[src/rtl/reset_sequencer.sv]
// reset_sequencer: turns ext_reset, PLL lock and a soft-reset request into
// NUM_OUTS active-low resets released one after another in the clk domain.
// Ports:
//   clk           sequencer clock (pixel clock)
//   ext_reset     asynchronous active-low reset
//   pll_lock      PLL lock, asynchronous to clk
//   soft_rst_req  one-cycle synchronous soft reset request
//   resetn_out    sequenced active-low resets, bit 0 released first
//   all_released  high once every resetn_out bit is high
//   reset_cause   0=ext/power, 1=lock loss, 2=soft request
// Build option: define RESET_SEQ_LOCK_FILTER_EN to require LOCK_FILTER
// consecutive synced-lock-high cycles before lock counts as good.
module reset_sequencer #(
    parameter int NUM_OUTS    = 3,
    parameter int SYNC_STAGES = 2,
    parameter int HOLD_CYCLES = 16,
    parameter int STAGE_GAP   = 8,
    parameter int LOCK_FILTER = 64
) (
    input  logic                clk,
    input  logic                ext_reset,
    input  logic                pll_lock,
    input  logic                soft_rst_req,
    output logic [NUM_OUTS-1:0] resetn_out,
    output logic                all_released,
    output logic [1:0]          reset_cause
);

    localparam int CNT_MAX = (HOLD_CYCLES > STAGE_GAP) ?
                             HOLD_CYCLES : STAGE_GAP;
    localparam int CW = $clog2(CNT_MAX + 1);
    localparam int IW = $clog2(NUM_OUTS + 1);

    if (NUM_OUTS < 1) begin : g_bad_num_outs
        $error("NUM_OUTS must be >= 1");
    end
    if (SYNC_STAGES < 2) begin : g_bad_sync
        $error("SYNC_STAGES must be >= 2");
    end
    if (HOLD_CYCLES < 1 || STAGE_GAP < 1) begin : g_bad_timing
        $error("HOLD_CYCLES and STAGE_GAP must be >= 1");
    end
    if (LOCK_FILTER < 1) begin : g_bad_filter
        $error("LOCK_FILTER must be >= 1");
    end

    typedef enum logic [1:0] {
        HOLD    = 2'd0,
        RELEASE = 2'd1,
        RUN     = 2'd2
    } state_t;

    logic [SYNC_STAGES-1:0] rst_chain;
    logic [SYNC_STAGES-1:0] lock_chain;
    logic                   rst_sync;
    logic                   lock_sync;
    logic                   lock_ok;

    // Both chains clear on ext_reset, so lock is always seen as
    // rising after reset release.
    always_ff @(posedge clk or negedge ext_reset) begin
        if (!ext_reset) begin
            rst_chain  <= '0;
            lock_chain <= '0;
        end else begin
            rst_chain  <= {rst_chain[SYNC_STAGES-2:0], 1'b1};
            lock_chain <= {lock_chain[SYNC_STAGES-2:0], pll_lock};
        end
    end

    assign rst_sync  = rst_chain[SYNC_STAGES-1];
    assign lock_sync = lock_chain[SYNC_STAGES-1];

`ifdef RESET_SEQ_LOCK_FILTER_EN
    localparam int FW = $clog2(LOCK_FILTER + 1);

    logic [FW-1:0] filt_cnt;

    // lock_ok rises on the LOCK_FILTER-th consecutive high sample;
    // any low sample restarts the run.
    always_ff @(posedge clk or negedge ext_reset) begin
        if (!ext_reset) begin
            filt_cnt <= '0;
            lock_ok  <= 1'b0;
        end else if (!lock_sync) begin
            filt_cnt <= '0;
            lock_ok  <= 1'b0;
        end else if (filt_cnt == FW'(LOCK_FILTER - 1)) begin
            lock_ok  <= 1'b1;
        end else begin
            filt_cnt <= filt_cnt + 1'b1;
        end
    end
`else
    assign lock_ok = lock_sync;
`endif

    state_t        state;
    logic [CW-1:0] cnt;
    logic [IW-1:0] idx;

    always_ff @(posedge clk or negedge ext_reset) begin
        if (!ext_reset) begin
            state        <= HOLD;
            cnt          <= '0;
            idx          <= '0;
            resetn_out   <= '0;
            all_released <= 1'b0;
            reset_cause  <= 2'd0;
        end else begin
            unique case (state)
                HOLD: begin
                    if (!(rst_sync && lock_ok)) begin
                        cnt <= '0;
                    end else if (cnt == CW'(HOLD_CYCLES)) begin
                        // HOLD_CYCLES qualifying cycles seen: release bit 0.
                        cnt        <= '0;
                        idx        <= IW'(1);
                        resetn_out <= NUM_OUTS'(1);
                        if (NUM_OUTS == 1) begin
                            state        <= RUN;
                            all_released <= 1'b1;
                        end else begin
                            state <= RELEASE;
                        end
                    end else begin
                        cnt <= cnt + 1'b1;
                    end
                end
                RELEASE, RUN: begin
                    if (!lock_ok || soft_rst_req) begin
                        // Lock loss takes priority over a soft request.
                        state        <= HOLD;
                        cnt          <= '0;
                        idx          <= '0;
                        resetn_out   <= '0;
                        all_released <= 1'b0;
                        reset_cause  <= !lock_ok ? 2'd1 : 2'd2;
                    end else if (state == RELEASE) begin
                        if (cnt == CW'(STAGE_GAP - 1)) begin
                            cnt        <= '0;
                            idx        <= idx + 1'b1;
                            resetn_out <= resetn_out |
                                          (NUM_OUTS'(1) << idx);
                            if (idx == IW'(NUM_OUTS - 1)) begin
                                state        <= RUN;
                                all_released <= 1'b1;
                            end
                        end else begin
                            cnt <= cnt + 1'b1;
                        end
                    end
                end
                default: begin
                    state <= HOLD;
                end
            endcase
        end
    end

endmodule

[config.mk]
export PLATFORM = sky130hd
export DESIGN_NAME = reset_sequencer
export DESIGN_NICKNAME = d
export VERILOG_FILES = /design/src/rtl/reset_sequencer.sv
export SDC_FILE = /design/constraint.sdc
export NUM_CORES = 1
export LEC_CHECK = 0
export CORE_MARGIN = 2
export CORE_UTILIZATION = 54
export DETAILED_ROUTE_END_ITERATION = 7
export GPL_ROUTABILITY_DRIVEN = 1
export PLACE_DENSITY = 0.76
export REMOVE_ABC_BUFFERS = 1
export SLEW_MARGIN = 10
export SYNTH_ARGS = -nofsm -noshare
export SYNTH_HDL_FRONTEND = slang
export SYNTH_SLANG_ARGS = --single-unit
[constraint.sdc]
create_clock -name clk -period 2.06 [get_ports clk]
set_input_delay 0.309 -clock clk [delete_from_list [all_inputs] [get_ports clk]]
set_output_delay 0.309 -clock clk [all_outputs]
set_load 0.005 [all_outputs]
==> summary.txt <==
Outcome
  – Outcome: completed

Clock tree
  – Maximum clock insertion buffer count: 2
  – CTS buffer count: 3
  – Post-CTS Hold Fix Bufs: 0
  – CTS H-Tree Depth: 1
  – Worst-path clk slew: 0.10 ns
  – Postcts setup bufs: 0
  – TritonCTS clock tree: done
  – Clock sinks: 19
  – Clock Latency Late Sink: 0.29 ns
  – Root buffer cell: clkbuf_4
  – Post_cts resized: 0

Critical path
  – Element type at the critical path start: flop
  – Largest stage delay, worst path: between 0.5 and 0.6 ns
  – Crit path max fanout: 14
  – Flop2flop setup slack: approximately 0.19 ns
  – Worst r2r path cells: 5
  – End of the critical path: idx[0]
  – Critical path, cell by cell: inv_1 -> ha_1 -> a22o_4 -> a21boi_4 -> mux2_4
  – Crit path capture type: flop
  – Worst Setup SP: state[1]
  – Worst EP required: roughly 2.2 ns
  – Critical path class: reg -> reg
  – Slowest CP cell: ha_1
  – RR Startpoint: state[1]
  – Arr. time, crit path: ~2 ns
  – RR Endpoint: idx[0]

Die
  – Cell Rows: 15
  – Die X: about 47 µm
  – Core Region: roughly 0.0017 mm²
  – Starting Density: around three fifths
  – Die Span Y: 47.5 µm
  – Top Ports: 10
  – DIE AREA: about 0.0023 mm²

Layout
  – Share of cells above drive strength 1: between 10% and 20%
  – Commonest non-fill, non-tap cell in the layout: dfrtp_1
  – Diode count: 0
  – # nets final: between 100 and 150
  – Fillers: about 140
  – Most frequent cells in the layout: dfrtp_1, inv_1, clkdlybuf4s50_1
  – Post-Layout Cell Count: between 100 and 150
  – Finished Core Util: about 67%
  – Layout area overhead: 15.1%

Synthesis
  – Async S/R FF share, synth: 100%
  – Top cell type by total area after synthesis: dfrtp_1
  – Unique masters post-synth: 35
  – Ys flop type: dfrtp_1
  – Seq/Total Area, Yosys: 46.6%
  – Post-synth EDFFs: 0
  – Yosys warnings: 0
  – Syn_area_per_cell: between 10 and 15 µm²
  – Share of the synthesized area in the top cell type: a little under half
  – Synth area leaders: dfrtp_1, ha_1, a21oi_1
  – Gate Count Post-Synth: 96
  – Flop and latch count out of synthesis: 19
  – Mapped cell area: between 0.001 and 0.0015 mm²

Drt
  – Post-route ant nets: 0
  – Met2 Wirelength: roughly 890 µm
  – Routed vias: 744
  – Pre-antenna DRT Iters: 4
  – Post-DR wirelength/cell: 13.7 µm
  – DR WL met3: a little under 100 µm
  – WL met1: between 800 and 900 µm
  – Highest Signal Layer: met4
  – Via/cell ratio: between 5 and 6
  – Drt drc: 0
  – Final WL: 1850 µm
  – DRT iter0 DRCs: 17

Pwr
  – Switching power: 0.000127 W
  – P per Cell Area: approximately 500 mW/mm²
  – Switching Fraction: about a fifth
  – Power Internal: approximately 0.00047 W
  – Worst VDD drop: roughly 440 µV
  – Clk network pwr share: slightly above 30%
  – Total power: roughly 0.00059 W
  – Leakage: approximately 0.53 nW
  – Sequential Power Share: 64.6%
  – Gate power share: approximately 5%

Placed design
  – HPWL after detailed placement: 1450 µm
  – RD Place Congestion: approximately 0.76
  – Placed Instances: about 130
  – PortBufs: 9

Global route
  – Total GRT Usage: between 10% and 20%
  – First-pass GRT wire length: about 3100 µm
  – Largest net degree at the start of global routing: 20
  – Initial antenna violation count: 0
  – Residual overflow from global routing: 0
  – Vias in the first global route: approximately 700

Timing
  – Worst hold slack: 0.340 ns
  – Max frequency: between 500 and 600 MHz
  – Period utilisation layout: 90.8%
  – Setup violators final: 0
  – RSZ-0062 raised after global routing: no
  – Endpoints failing hold: 0
  – Setup TNS: 0 ns
  – Clock Skew: ~0.0020 ns
  – Final min period: between 1.5 and 2 ns
  – Final Max Slew Viols: 0

Worst hold path
  – Min-delay worst type: in -> async

Flow run
  – Max-cap violations: 0
==> cell usage after synthesis (all sizes together) (2+ instances only) <==
cell	n
nand3	5
and3	2
a21oi	8
ha	7
a2bb2oi	2
o21ai	6
nor2	5
and4bb	2
a31oi	2
inv	10
nand2	5
dfrtp	19
a22o	2
o22ai	2
==> registers in the layout, indices dropped and copies added (netlist names) <==
| name | flops |
|---|---|
| all_released | 1 |
| cnt | 5 |
| idx | 2 |
| lock_chain | 2 |
| reset_cause | 2 |
| resetn_out | 3 |
| rst_chain | 2 |
| state | 2 |
==> worst max-delay path: cells and delay by family, from the launching register on <==
family / cells / cell delay [ns]
flip-flops: 1 / 0.36
buffers and inverters: 1 / 0.07
multiplexers: 1 / 0.32
adder cells (fa/ha/maj): 1 / 0.56
AO/OA/AOI/OAI: 2 / 0.47
==> routing by layer <==
layer | track usage, % | vias up
li1 | - | 373
met1 | 25.7 | 349
met2 | 32.4 | 20
met3 | 5.66 | 2
met4 | 5.56 | 0
met5 | 0 | -
==> per-stage QoR <==
stage                     setup WS, ns  area (µm²)
after floorplan                  0.303        1000
after global placement           0.173        1150
after detailed placement         0.122        1150
after CTS                        0.193        1170
after global routing             0.114        1170
final                            0.189        1170
==> cell families after synthesis <==
| logic type | Yosys count | share of synthesized area [%] |
|---|---|---|
| compound gates | 29 | 21.2 |
| simple gates | 26 | 15.6 |
| flops | 19 | 46.6 |
| buf+inv | 12 | 5.27 |
| fa+ha+maj | 7 | 8.58 |
| mux | 2 | 2.45 |
| other cells | 1 | 0.367 |
==> how the worst min path moves through the flow <==
stage                       startpoint            to
after floorplan              ext_reset  all_released
after global placement    rst_chain[0]  rst_chain[1]
after detailed placement  rst_chain[0]  rst_chain[1]
after CTS                    ext_reset      state[1]
after global routing         ext_reset        cnt[4]
final                        ext_reset        cnt[3]
==> power by group through the flow <==
stage / clock network, W / logic, W / registers, W
after floorplan: 0 / 0.0000126 / 0.000390
after global placement: 0 / 0.0000290 / 0.000390
after detailed placement: 0 / 0.0000305 / 0.000391
after CTS: 0.000186 / 0.0000305 / 0.000384
after global routing: 0.000201 / 0.0000338 / 0.000385
final: 0.000181 / 0.0000299 / 0.000383
==> layout make-up <==
class | instances | area, µm² | share of cell area, %
inverters | 10 | 37.5 | 3.19
repair buffers | 12 | 113 | 9.58
well taps | 25 | 31.3 | 2.66
flip-flops and latches | 19 | 475 | 40.5
clock buffers | 4 | 26.3 | 2.24
multi-input cells | 65 | 492 | 41.9
Power figures use the tool's default switching activity.
